$ cat config.mk
export PLATFORM = sky130hd
export DESIGN_NAME = jk_bank_ctrl
export DESIGN_NICKNAME = d
export VERILOG_FILES = /design/src/rtl/jk_bank_ctrl.sv
export SDC_FILE = /design/constraint.sdc
export NUM_CORES = 1
export LEC_CHECK = 0
export CAP_MARGIN = 5
export CORE_AREA = 2 2 62 64
export DETAILED_ROUTE_END_ITERATION = 16
export DIE_AREA = 0 0 64 66
export PLACE_DENSITY = 0.89
export SYNTH_ARGS = -nofsm -noshare
export SYNTH_HDL_FRONTEND = slang
export SYNTH_SLANG_ARGS = --single-unit
$ cat constraint.sdc
create_clock -name clk -period 5.8 [get_ports clk]
set_clock_uncertainty 0.1 [all_clocks]
set_input_delay 0.58 -clock clk [delete_from_list [all_inputs] [get_ports clk]]
set_output_delay 0.58 -clock clk [all_outputs]
set_load 0.005 [all_outputs]
$ cat src/rtl/jk_bank_ctrl.sv
`default_nettype none
// ============================================================================
// jk_bank_ctrl : round-robin j/k command controller with shadow-state checking
// Rev 1.0
// ============================================================================
module jk_bank_ctrl #(
  parameter int NREQ  = 4,
  parameter int WIDTH = 8,
  parameter int IDXW  = 3
) (
  input  logic                 clk,
  input  logic                 rst,
  input  logic [NREQ-1:0]      req_valid,
  input  logic [2*NREQ-1:0]    req_op,
  input  logic [IDXW*NREQ-1:0] req_idx,
  output logic [NREQ-1:0]      req_ready,
  output logic [WIDTH-1:0]     j_out,
  output logic [WIDTH-1:0]     k_out,
  input  logic [WIDTH-1:0]     q_in,
  output logic [WIDTH-1:0]     shadow_q,
  output logic                 busy,
  output logic                 err,
  output logic [IDXW-1:0]      err_idx
);

  localparam int PW = (NREQ > 1) ? $clog2(NREQ) : 1;

  typedef enum logic [1:0] {
    S_INIT  = 2'd0,
    S_IDLE  = 2'd1,
    S_DRIVE = 2'd2,
    S_CHECK = 2'd3
  } state_t;

  state_t           r_state, w_state_nxt;
  logic [PW-1:0]    r_rr_ptr, r_grant, w_grant, w_ptr_nxt;
  logic [PW:0]      w_cand;
  logic [1:0]       r_op, w_op_sel;
  logic [IDXW-1:0]  r_idx, w_idx_sel, w_err_idx;
  logic             w_idx_ok, w_any_valid;
  logic [WIDTH-1:0] r_shadow, w_shadow_nxt, w_mismatch;
  logic             r_err;
  logic [IDXW-1:0]  r_err_idx;

  assign w_any_valid = |req_valid;

  // Search from rr_ptr upward with wrap; the smallest offset wins.
  always_comb begin
    w_grant = '0;
    w_cand  = '0;
    for (int o = NREQ - 1; o >= 0; o--) begin
      w_cand = {1'b0, r_rr_ptr} + (PW+1)'(o);
      if (w_cand >= (PW+1)'(NREQ)) w_cand = w_cand - (PW+1)'(NREQ);
      if (req_valid[w_cand[PW-1:0]]) w_grant = w_cand[PW-1:0];
    end
  end

  always_comb begin
    w_op_sel  = '0;
    w_idx_sel = '0;
    for (int r = 0; r < NREQ; r++) begin
      if (w_grant == PW'(r)) begin
        w_op_sel  = req_op[2*r +: 2];
        w_idx_sel = req_idx[IDXW*r +: IDXW];
      end
    end
  end

  assign w_ptr_nxt = (w_grant == PW'(NREQ - 1)) ? '0 : w_grant + 1'b1;

  generate
    if (WIDTH < (1 << IDXW)) begin : g_idx_range
      assign w_idx_ok = (int'(w_idx_sel) < WIDTH);
    end else begin : g_idx_full
      assign w_idx_ok = 1'b1;
    end
  endgenerate

  always_ff @(posedge clk) begin
    if (rst) r_state <= S_INIT;
    else     r_state <= w_state_nxt;
  end

  // j/k come only from registers so they hold steady through the bank's negedge.
  always_comb begin
    w_state_nxt = r_state;
    req_ready   = '0;
    j_out       = '0;
    k_out       = '0;
    case (r_state)
      S_INIT: begin
        k_out       = '1;
        w_state_nxt = S_IDLE;
      end
      S_IDLE: begin
        if (w_any_valid) w_state_nxt = S_DRIVE;
      end
      S_DRIVE: begin
        for (int r = 0; r < NREQ; r++)
          if (r_grant == PW'(r)) req_ready[r] = 1'b1;
        for (int b = 0; b < WIDTH; b++) begin
          if (r_idx == IDXW'(b)) begin
            j_out[b] = r_op[1];
            k_out[b] = r_op[0];
          end
        end
        w_state_nxt = S_CHECK;
      end
      S_CHECK: w_state_nxt = S_IDLE;
      default: w_state_nxt = S_INIT;
    endcase
    if (rst) begin
      req_ready = '0;
      j_out     = '0;
      k_out     = '0;
    end
  end

  always_comb begin
    w_shadow_nxt = r_shadow;
    for (int b = 0; b < WIDTH; b++) begin
      if (r_idx == IDXW'(b)) begin
        case (r_op)
          2'b01:   w_shadow_nxt[b] = 1'b0;
          2'b10:   w_shadow_nxt[b] = 1'b1;
          2'b11:   w_shadow_nxt[b] = ~r_shadow[b];
          default: w_shadow_nxt[b] = r_shadow[b];
        endcase
      end
    end
  end

  assign w_mismatch = q_in ^ r_shadow;

  always_comb begin
    w_err_idx = '0;
    for (int b = WIDTH - 1; b >= 0; b--)
      if (w_mismatch[b]) w_err_idx = IDXW'(b);
  end

  always_ff @(posedge clk) begin
    if (rst) begin
      r_shadow  <= '0;
      r_rr_ptr  <= '0;
      r_grant   <= '0;
      r_op      <= '0;
      r_idx     <= '0;
      r_err     <= 1'b0;
      r_err_idx <= '0;
    end else begin
      if (r_state == S_IDLE && w_any_valid) begin
        r_grant  <= w_grant;
        // Out-of-range targets are acknowledged but behave as hold.
        r_op     <= w_idx_ok ? w_op_sel : 2'b00;
        r_idx    <= w_idx_sel;
        r_rr_ptr <= w_ptr_nxt;
      end
      if (r_state == S_DRIVE) r_shadow <= w_shadow_nxt;
      if (r_state == S_CHECK && !r_err && (|w_mismatch)) begin
        r_err     <= 1'b1;
        r_err_idx <= w_err_idx;
      end
    end
  end

  assign shadow_q = r_shadow;
  assign busy     = rst || (r_state != S_IDLE);
  assign err      = r_err;
  assign err_idx  = r_err_idx;

endmodule
`default_nettype wire

After elaboration in Yosys (flattened, before gate mapping)
Cells that the tools add are included.
{ "word_totals": {"wordCells": 151, "input_bits": 34, "reg_bits": 23, "output_inout_bits": 33} }
{ "op_classes": {"reduce_logical": 21, "n_lt_le_gt_ge": 8, "bitwise": 9, "n_mux": 69, "n_addsub": 8, "n_eq_ne": 21} }
{ "op_table": {"columns": ["op", "n"], "rows": [
  ["$mux 3", 12],
  ["$mux 2", 14],
  ["$mux 1", 24],
  ["$mux 8", 3],
  ["$pmux 1 s3", 8],
  ["$reduce_and 3->1", 8],
  ["$eq 2x2->1 const B", 8],
  ["$pmux 8 s2", 1],
  ["$eq 3x3->1 const B", 4],
  ["$lt 2x3->1 const B", 4],
  ["$ge 3x3->1 const B", 3],
  ["$bmux 1 s2", 4],
  ["$eq 2x1->1 const B", 4],
  ["$mux 4", 2],
  ["$not 1->1", 8],
  ["$reduce_or 8->1", 1],
  ["$sub 2x1->2 const B", 4],
  ["$xor 8x8->8", 1],
  ["$add 2x2->3 const B", 2],
  ["$eq 3x2->1 const B", 2],
  ["$logic_not 2->1", 3],
  ["$pmux 2 s3", 1],
  ["$reduce_or 4->1", 1],
  ["$add 2x1->3 const B", 1],
  ["11 further kinds", 13]
]} }

Depth between registers and ports, before layout
Gate-level depths: netlist of run 1.
{ "depth": {"depth_word": 14, "mapped_depth": 10} }

Worst setup path after synthesis of run 1
Ideal clock, no wire load.
{ "synth_timing": {"path_kind": "input -> register", "start": "in req_valid[2]", "end": "reg r_idx[1]", "cell_stages": 10, "path_buffers": 1, "setup_ps": 70, "arrival_ps": 2118, "slack_ps": 3512, "cell_sequence": "mux2i_1 > nor2_1 > nor3_1 > inv_1 > ha_1 > clkbuf_1 > nor2b_1 > a311oi_1 > a21oi_1 > a21oi_1"} }
{ "synth_via": {"elab_chain_cells": 11, "word_cells_on_any_way": 22} }
{ "synth_lines": {"columns": ["element", "line", "rtl"], "rows": [
  ["start, declared", "13", "input logic [NREQ-1:0] req_valid,"],
  ["$bmux 1 s2", "54", "if (req_valid[w_cand[PW-1:0]]) w_grant = w_cand[PW-1:0];"],
  ["$mux 1 (not written as such)", "54", null],
  ["$mux 2 (3 in a row)", "54", null],
  ["$mux 2 *", "54", null],
  ["net w_grant[0]", "36", "logic [PW-1:0] r_rr_ptr, r_grant, w_grant, w_ptr_nxt;"],
  ["$logic_not 2->1", "62", "if (w_grant == PW'(r)) begin"],
  ["$mux 3 (3 in a row)", "62", null],
  ["$mux 3 *", "62", null],
  ["end signal, assigned", "155", "r_idx <= w_idx_sel;"],
  ["end, declared", "39", "logic [IDXW-1:0] r_idx, w_idx_sel, w_err_idx;"]
]} }
The timed path passes the listed nets; every way through them passes the cells marked *. The select of a mux whose other input is x is not followed.
A chain may end at the register's enable or synchronous reset.

Worst setup path in the final report of run 1
{ "layout_timing": {"start": "in rst", "end": "out j_out[1]"} }
{ "layout_via": {"elab_chain_cells": 1} }
{ "layout_lines": {"columns": ["element", "line", "rtl"], "rows": [
  ["start, declared", "12", "input logic rst,"],
  ["$mux 8", "112", "if (rst) begin"],
  ["end, declared", "17", "output logic [WIDTH-1:0] j_out,"]
]} }
No other way between the ends.

==> results of run 1 <==
==> worst paths after layout <==
kind / endpoint / cells past startpoint / from / slack, ns
hold / removal: err$_SDFFE_PP0P_ / 2 / err$_SDFFE_PP0P_ / 0.37
setup reg to reg: r_idx[1]$_SDFFE_PP0P_ / 9 / r_rr_ptr[1]$_SDFFE_PP0P_ / 3.33
hold reg to reg: err$_SDFFE_PP0P_ / 2 / err$_SDFFE_PP0P_ / 0.37
setup / recovery: j_out[1] / 5 / rst / 2.24
==> cell type report <==
class	instances	share of cell area, %
Sequential cell	23	20.0
Clock buffer	4	1.14
Timing Repair Buffer	66	28.8
Inverter	13	2.12
Multi-Input combinational cell	169	45.3
Tap cell	48	2.61
==> cell usage after synthesis, types with 2 or more instances <==
| library cell | instances |
|---|---|
| a211o_1 | 3 |
| a21boi_0 | 2 |
| a21oi_1 | 24 |
| a221oi_1 | 6 |
| clkbuf_1 | 6 |
| dfxtp_1 | 23 |
| ha_1 | 9 |
| inv_1 | 13 |
| nand2_1 | 14 |
| nand3_1 | 3 |
| nand3b_1 | 4 |
| nor2_1 | 38 |
| nor2b_1 | 7 |
| nor3_1 | 2 |
| o211ai_1 | 2 |
| o21ai_0 | 14 |
| or3_1 | 10 |
| or3b_1 | 3 |
| xnor2_1 | 7 |
| xor2_1 | 2 |
==> kinds of logic after synthesis <==
group	Yosys count	synth area share, %
and+or+nand+nor	88	27.4
AOI/OAI and AO/OA	62	25.7
DFF	23	29.1
buffers and inverters	21	5.06
xor gates and xnor gates	9	4.98
adders and majority gates	9	7.12
muxes	1	0.633
==> routing by layer <==
| layer | wire length [um] | vias up |
|---|---|---|
| li1 | - | 875 |
| met1 | 1810 | 805 |
| met2 | 2070 | 59 |
| met3 | 247 | 2 |
| met4 | 14 | 0 |
| met5 | 0 | - |
==> cell usage in the layout (no fill, tap or decap), types with 2 or more instances in the layout <==
cell type / netlist / layout
a211o_1: 3 / 3
a21boi_0: 2 / 2
a21oi_1: 24 / 24
a221oi_1: 6 / 6
clkbuf_4: 0 / 3
clkdlybuf4s50_1: 0 / 66
dfxtp_1: 23 / 23
ha_1: 9 / 9
inv_1: 13 / 13
nand2_1: 14 / 14
nand3_1: 3 / 3
nand3b_1: 4 / 4
nor2_1: 38 / 38
nor2b_1: 7 / 7
nor3_1: 2 / 2
o211ai_1: 2 / 2
o21ai_0: 14 / 14
or3_1: 10 / 10
or3b_1: 3 / 3
xnor2_1: 7 / 7
xor2_1: 2 / 2
==> flip-flops by register name, indices dropped and copies added (netlist names) <==
signal    flops
err           1
r_idx         3
r_grant       2
err_idx       3
r_state       2
r_rr_ptr      2
shadow_q      8
r_op          2
==> worst min-delay path: stages, from the launching register on <==
cell	delay [ns]
dfxtp_1	0.35
inv_1	0.05
a21oi_1	0.05
==> where the power goes <==
| group | switching (mW) | internal, mW | leakage, nW |
|---|---|---|---|
| Combinational | 0.0770 | 0.0827 | 0.615 |
| Sequential | 0.0137 | 0.171 | 0.188 |
| Clock | 0.0482 | 0.0268 | 0.0150 |
==> metrics by stage <==
stage / utilization (%) / worst slack [ns] / total power [mW]
6_report: 64.7 / 2.24 / 0.419
3_3_place_gp: 64.0 / 2.30 / 0.342
4_1_cts: 64.7 / 2.22 / 0.419
3_5_place_dp: 64.0 / 2.25 / 0.346
2_1_floorplan: - / 3.51 / 0.277
5_1_grt: 64.7 / 2.04 / 0.446
==> results_dict.tcl, run 1 <==
set metrics [dict create \
    die_w_um 64 \
    drtAntennaViolNets 0 \
    root_buffer "clkbuf_4" \
    drive_above_1_share_pct 1.45 \
    drc 0 \
    die_y_um 66 \
    vias 1741 \
    cellPowerDensity_nw_per_um2 182 \
    busiest_layer "met2" \
    seq_area_um2 460 \
    p_leak_nw 0.818 \
    rsz0062_at_grt "false" \
    antenna_found_initial 0 \
    grt.total_usage_pct 20.2 \
    cts_setup_buffers 0 \
    grt_pass1_wl_mm 6.89 \
    startpoint_type "input pin" \
    arrival_ns 2.88 \
    synth_top_area_cell "dfxtp_1" \
    first_iter_violations 54 \
    drv_slew 0 \
    cts_buffers 3 \
    crit_type "in -> out" \
    synth_top_area_share_pct 29.1 \
    status "complete, no violations" \
    nNetsFinal 319 \
    tns_ns 0 \
    syn_area_um2 1580 \
    clock.fmax_ghz 0.281 \
    ioPinCount 67 \
    antenna-diode-count 0 \
    period_share_pct 61.3 \
    met2_usage_pct 36.7 \
    worstPathMaxFanout 27 \
    dp_cells 319 \
    finalNonFillerCells 323 \
    dpl_cell_area_um2 2270 \
    cts.sinks 23 \
    synth_nets 256 \
    portBuffers 66 \
    routedWlPerCell_um 12.8 \
    clkLatencyLatePin_ns 0.30 \
    wl_mm 4.14 \
    setup_viol 0 \
    cpMostUsedCell "clkdlybuf4s50_1" \
    syn_to_final_growth_pct 45.3 \
    use_met3_pct 2.90 \
    cpLargestDelayFamily "buffers and inverters" \
    cap_violations 0 \
    cp_slowest_stage_delay_ns 0.88 \
    synth.area.top_cells "dfxtp_1 29%, nor2_1 9.0%, a21oi_1 7.6%" \
    synthCells 213 \
    clock_path_buffers 2 \
    crit_chain "clkdlybuf4s50_1 -> nor2b_1 -> nand2_1 -> nor2_1 -> clkdlybuf4s50_1" \
    grt_max_degree 28 \
    crit_buf_inv 2 \
    peakVddDrop_mv 0.108 \
    use_met1_pct 25.1 \
    cts_hold_buf 0 \
    min_path_type "reg -> reg" \
    fin_area_um2 2300 \
    ys_types 41 \
    place.gp.congestion 0.817 \
    cts_resized 0 \
    grt_pass1_vias 1574 \
    clk_pin_slew_ns 0.13 \
    max_slew_margin_pct 38.7 \
    worst-slew-pin-transition_ns 0.917 \
    finalHoldViolCount 0 \
    synth_sequential_area_ratio_pct 29.1 \
    num_rows 22 \
    async_flop_share_pct 0 \
    grt_remaining_overflow 0 \
    fill_cells 292 \
    dr.pass1.iters 5 \
    start_util_pct 44.5 \
    fin_hold_ws_ns 0.374 \
    crit_required_ns 5.12 \
    worst_setup_path_end_kind "output port" \
    synth-seq-cells 23 \
    multi_input_area_um2 1040 \
    cts_tree "done" \
    detail_route.vias_per_cell 5.39 \
    htreeDepth 1 \
    fin_crit_ns 3.56 \
    syn_avg_cell_area_um2 7.42 \
    crit_slowest_cell "clkdlybuf4s50_1" \
    synthFlopType "dfxtp_1" \
    dpl.hpwl_mm 3.31 \
    synth_edf_count 0 \
    dieArea_um2 4220 \
    synth_warnings 0 \
    coreArea_um2 3550 \
]
No activity file was read; power rests on OpenSTA's default activity.
==> run 2, diff against run 1 <==
--- a/config.mk
+++ b/config.mk
@@ -6,10 +6,10 @@
 export NUM_CORES = 1
 export LEC_CHECK = 0
 export CAP_MARGIN = 5
-export CORE_AREA = 2 2 62 64
+export CORE_AREA = 2 2 64 66
 export DETAILED_ROUTE_END_ITERATION = 16
-export DIE_AREA = 0 0 64 66
-export PLACE_DENSITY = 0.89
+export DIE_AREA = 0 0 66 68
+export PLACE_DENSITY = 0.84
 export SYNTH_ARGS = -nofsm -noshare
 export SYNTH_HDL_FRONTEND = slang
 export SYNTH_SLANG_ARGS = --single-unit
==> constraint.sdc (replaced) <==
create_clock -name clk -period 3.7 [get_ports clk]
set_clock_uncertainty 0.1 [all_clocks]
set_input_delay 0.37 -clock clk [delete_from_list [all_inputs] [get_ports clk]]
set_output_delay 0.37 -clock clk [all_outputs]
set_load 0.005 [all_outputs]
==> results_dict.tcl, run 2 (synthesized netlist as in run 1, its figures left out) <==
set metrics [dict create \
    status "complete, no violations" \
    largest_register_ffs 8 \
    cts_setup_buffers 0 \
    drv_slew 0 \
    grt_remaining_overflow 0 \
    dpl_cell_area_um2 2280 \
    crit_type "reg -> out" \
    cts.sinks 23 \
    root_buffer "clkbuf_8" \
    power.total_uw 695 \
    htreeDepth 1 \
    cts_tree "done" \
    worst-slew-pin-transition_ns 0.587 \
    grt_max_degree 27 \
    syn_to_final_growth_pct 47.2 \
    drtAntennaViolNets 0 \
    grt_pass1_wl_mm 7.16 \
    wl_mm 4.31 \
    cts_resized 0 \
    drc 0 \
    coreArea_um2 3860 \
    antenna_found_initial 0 \
    antenna-diode-count 0 \
    hold_path.startpoint "err_idx[1]$_SDFFE_PP0P_" \
    die_y_um 68 \
    hold_end "err_idx[1]$_SDFFE_PP0P_" \
    fin_area_um2 2330 \
    dpl.hpwl_mm 3.33 \
    clock_path_buffers 2 \
    detail_route.vias_per_cell 5.37 \
    cellPowerDensity_nw_per_um2 299 \
    max_slew_margin_pct 60.7 \
    clkLatencyLatePin_ns 0.26 \
    portBuffers 66 \
    routedWlPerCell_um 13.2 \
    cts_hold_buf 0 \
    arrival_ns 2.18 \
    grt.total_usage_pct 20.1 \
    r2r_start "r_rr_ptr[1]$_SDFFE_PP0P_" \
    cap_violations 0 \
    crit_buf_inv 2 \
    cts_buffers 3 \
    p_leak_nw 0.833 \
    ioPinCount 67 \
    crit_chain "inv_1 -> ha_1 -> nor2b_1 -> nand2_1 -> nor2_1 -> clkdlybuf4s50_1" \
    rsz0062_at_grt "false" \
    peakVddDrop_mv 0.197 \
    crit_required_ns 3.23 \
    holdPathStages 2 \
    clock.fmax_ghz 0.377 \
    start_util_pct 41.0 \
    dp_cells 322 \
    startpoint_type "flip-flop" \
    setup_viol 0 \
    finalNonFillerCells 326 \
    crit_slowest_cell "clkdlybuf4s50_1" \
    fin_hold_ws_ns 0.370 \
    worst_setup_path_end_kind "output port" \
    dieArea_um2 4490 \
    reg2reg_depth 9 \
    finalHoldViolCount 0 \
    place.gp.congestion 0.866 \
    clk_pin_slew_ns 0.08 \
    worstPathMaxFanout 8 \
    r2r_slack_ns 1.22 \
    dr.pass1.iters 4 \
    mostFrequentLayoutCell "clkdlybuf4s50_1" \
    r2r_end "r_idx[1]$_SDFFE_PP0P_" \
    vias 1749 \
    min_path_type "reg -> reg" \
    cpLargestDelayFamily "simple AND/OR/NAND/NOR gates" \
    grt_pass1_vias 1630 \
    num_rows 23 \
    layout_common_cells "66 x clkdlybuf4s50_1, 38 x nor2_1, 24 x a21oi_1, 23 x dfxtp_1" \
    first_iter_violations 59 \
    cp_slowest_stage_delay_ns 0.53 \
    die_w_um 66 \
    nNetsFinal 320 \
    drive_above_1_share_pct 2.17 \
    tns_ns 0 \
    fin_crit_ns 2.65 \
    period_share_pct 71.6 \
]
run 2: changes by cell type in the layout (fill, tap and decap cells not counted):
cell | previous run | this run
clkbuf_4 | 3 | 0
clkinv_2 | 0 | 1
buf_4 | 0 | 1
clkbuf_1 | 1 | 0
clkbuf_8 | 0 | 3
run 2: worst max path at each step:
stage | startpoint | to | slack, ns | depth (start not counted)
after global routing | r_state[0]$_SDFFE_PP0P_ | j_out[0] | 0.88 | 6
after detailed placement | req_valid[0] | r_op[0]$_SDFFE_PP0P_ | 0.82 | 9
final | r_state[0]$_SDFFE_PP0P_ | j_out[0] | 1.05 | 6
after global placement | req_valid[0] | r_idx[1]$_SDFFE_PP0P_ | 0.98 | 10
after CTS | r_state[0]$_SDFFE_PP0P_ | j_out[0] | 1.05 | 6
after floorplan | r_rr_ptr[1]$_SDFFE_PP0P_ | r_idx[1]$_SDFFE_PP0P_ | 1.54 | 10
run 2: per-layer routing:
layer	vias to the layer above	wire length, um	track usage, %
met5	-	0	0
met2	65	2070	34.1
met3	4	291	5.10
li1	879	-	-
met4	0	30	4.85
met1	801	1920	25.9
run 2: power by group:
group / internal, mW / total (mW) / switching (mW)
Sequential: 0.267 / 0.289 / 0.0220
Combinational: 0.130 / 0.251 / 0.121
Clock: 0.0752 / 0.156 / 0.0805
Total: 0.472 / 0.695 / 0.223
run 2: per-stage QoR:
step | worst slack, ns | util, %
finish | 1.05 | 60.4
global route | 0.877 | 60.4
CTS | 1.05 | 60.4
detailed placement | 0.817 | 59.1
global placement | 0.980 | 59.1
floorplan | 1.54 | -
run 2: worst register-to-register path, delay by kind of cell, from the launching register on:
family / cells / cell delay, ns
AOI/OAI and AO/OA: 3 / 0.53
adders and majority gates: 1 / 0.34
buffers and inverters: 1 / 0.15
DFF: 1 / 0.45
muxes: 1 / 0.21
and+or+nand+nor: 3 / 0.64
run 2: cell type report:
cell class	count	area, um^2
sequential	23	460
multi-input combinational	169	1040
timing repair buffer	67	668
inverter	13	48.8
clock buffer	3	41.3
tap	50	62.6
fill	387	1530
clock inverter	1	5.00
==> run 3, diff against run 2 <==
--- a/config.mk
+++ b/config.mk
@@ -6,10 +6,10 @@
 export NUM_CORES = 1
 export LEC_CHECK = 0
 export CAP_MARGIN = 5
-export CORE_AREA = 2 2 64 66
+export CORE_AREA = 2 2 68 70
 export DETAILED_ROUTE_END_ITERATION = 16
-export DIE_AREA = 0 0 66 68
-export PLACE_DENSITY = 0.84
+export DIE_AREA = 0 0 70 72
+export PLACE_DENSITY = 0.79
 export SYNTH_ARGS = -nofsm -noshare
 export SYNTH_HDL_FRONTEND = slang
 export SYNTH_SLANG_ARGS = --single-unit
==> constraint.sdc (replaced) <==
create_clock -name clk -period 2.28 [get_ports clk]
set_clock_uncertainty 0.1 [all_clocks]
set_input_delay 0.228 -clock clk [delete_from_list [all_inputs] [get_ports clk]]
set_output_delay 0.228 -clock clk [all_outputs]
set_load 0.005 [all_outputs]
==> results_dict.tcl, run 3 (synthesized netlist as in run 1, its figures left out) <==
set metrics [dict create \
    grt_max_degree 27 \
    cpMostUsedCell "nor2_1" \
    first_iter_violations 38 \
    cts_tree "done" \
    cp_slowest_stage_delay_ns 0.54 \
    dpl.hpwl_mm 3.51 \
    p_comb_share_pct 38.3 \
    cpLargestDelayFamily "simple AND/OR/NAND/NOR gates" \
    finalHoldViolCount 0 \
    dp_slack_ns -0.329 \
    clock_path_buffers 2 \
    coreArea_um2 4260 \
    min_path_type "reg -> reg" \
    largest_register_ffs 8 \
    die_w_um 70 \
    cellPowerDensity_nw_per_um2 476 \
    portBuffers 66 \
    fin_crit_ns 2.22 \
    drtAntennaViolNets 0 \
    power.total_mw 1.19 \
    dieArea_um2 5040 \
    cts.sinks 23 \
    wl_mm 4.50 \
    clk_pin_slew_ns 0.09 \
    crit_required_ns 1.95 \
    drv_slew 0 \
    ioPinCount 67 \
    antenna-diode-count 0 \
    worst-slew-pin-transition_ns 0.531 \
    place.gp.congestion 0.848 \
    crit_buf_inv 1 \
    crit_slowest_cell "clkdlybuf4s50_1" \
    syn_to_final_growth_pct 58.4 \
    period_share_pct 97.4 \
    cts_buffers 3 \
    detail_route.vias_per_cell 5.23 \
    worstPathMaxFanout 9 \
    setup_viol 0 \
    htreeDepth 1 \
    crit_type "reg -> out" \
    tns_ns 0 \
    startpoint_type "flip-flop" \
    grt_pass1_wl_mm 7.26 \
    drive_above_1_share_pct 11.4 \
    netSwitchingPower_uw 385 \
    cap_violations 0 \
    cts_setup_buffers 0 \
    antenna_found_initial 0 \
    p_int_uw 808 \
    vias 1782 \
    crit_chain "or3_1 -> nor2_1 -> nor2_1 -> nor2_1 -> clkdlybuf4s50_1" \
    nNetsFinal 333 \
    die_y_um 72 \
    grt_pass1_vias 1667 \
    clkLatencyLatePin_ns 0.26 \
    routedWlPerCell_um 13.2 \
    clock_power_share_pct 21.6 \
    seqPwrFrac_pct 40.1 \
    switching_share_pct 32.3 \
    rsz0062_at_grt "true" \
    arrival_ns 1.89 \
    num_rows 24 \
    start_util_pct 37.1 \
    dr.pass1.iters 4 \
    peakVddDrop_mv 0.264 \
    clock.fmax_ghz 0.450 \
    drc 0 \
    status "complete, no violations" \
    layout_setup_ws_ns 0.0582 \
    p_leak_nw 0.962 \
    worst_setup_path_end_kind "output port" \
    layout_common_cells "64 x clkdlybuf4s50_1, 37 x nor2_1, 24 x a21oi_1, 18 x dfxtp_1" \
    grt_remaining_overflow 0 \
    mostFrequentLayoutCell "clkdlybuf4s50_1" \
    max_slew_margin_pct 64.5 \
    grt.total_usage_pct 17.5 \
    root_buffer "clkbuf_8" \
]
==> run 3: layer usage <==
layer / wire length, um / track usage, % / up-vias
met2: 2290 / 31.2 / 49
met1: 1930 / 21.8 / 823
met5: 0 / 0 / -
met3: 225 / 3.61 / 6
li1: - / - / 904
met4: 48 / 3.85 / 0
==> run 3: what timing repair did <==
item	CTS	global route
endpoints found under the setup margin	16	25
hold buffers	0	0
resized for setup	5	19
==> run 3: worst paths after layout <==
path / from / endpoint / slack (ns) / cells past startpoint
hold reg to reg: err$_SDFFE_PP0P_ / err$_SDFFE_PP0P_ / 0.37 / 2
setup / recovery: r_idx[2]$_SDFFE_PP0P_ / k_out[0] / 0.06 / 5
setup reg to reg: r_rr_ptr[1]$_SDFFE_PP0P_ / r_idx[2]$_SDFFE_PP0P_ / 0.17 / 10
hold / removal: err$_SDFFE_PP0P_ / err$_SDFFE_PP0P_ / 0.37 / 2
==> run 3: area by class of cell <==
class	instances	area, um^2
Inverter	13	48.8
Clock buffer	3	41.3
Sequential cell	23	472
Fill cell	391	1760
Clock inverter	1	5.00
Tap cell	52	65.1
Timing Repair Buffer	80	771
Multi-Input combinational cell	169	1100
==> run 3: power by group through the flow <==
| stage | sequential, mW | combinational [mW] | clock (mW) |
|---|---|---|---|
| after floorplan | 0.470 | 0.235 | 0 |
| after global placement | 0.476 | 0.420 | 0 |
| after detailed placement | 0.479 | 0.430 | 0 |
| after CTS | 0.471 | 0.438 | 0.263 |
| after global routing | 0.485 | 0.503 | 0.287 |
| final | 0.479 | 0.457 | 0.258 |
==> run 3: metrics by stage <==
| stage | instance area, um^2 | std cells | utilization (%) | hold WS [ns] |
|---|---|---|---|---|
| floorplan | 1580 | 213 | - | 0.322 |
| global placement | 2380 | 337 | 55.8 | 0.356 |
| detailed placement | 2380 | 337 | 55.8 | 0.362 |
| CTS | 2440 | 341 | 57.2 | 0.373 |
| global route | 2500 | 341 | 58.7 | 0.383 |
| finish | 2500 | 341 | 58.7 | 0.373 |
==> run 3: tightest hold or removal path, delay by kind of cell (launching register included) <==
family | cells | cell delay (ns)
compound gates | 1 | 0.05
flops | 1 | 0.33
buf+inv | 1 | 0.05
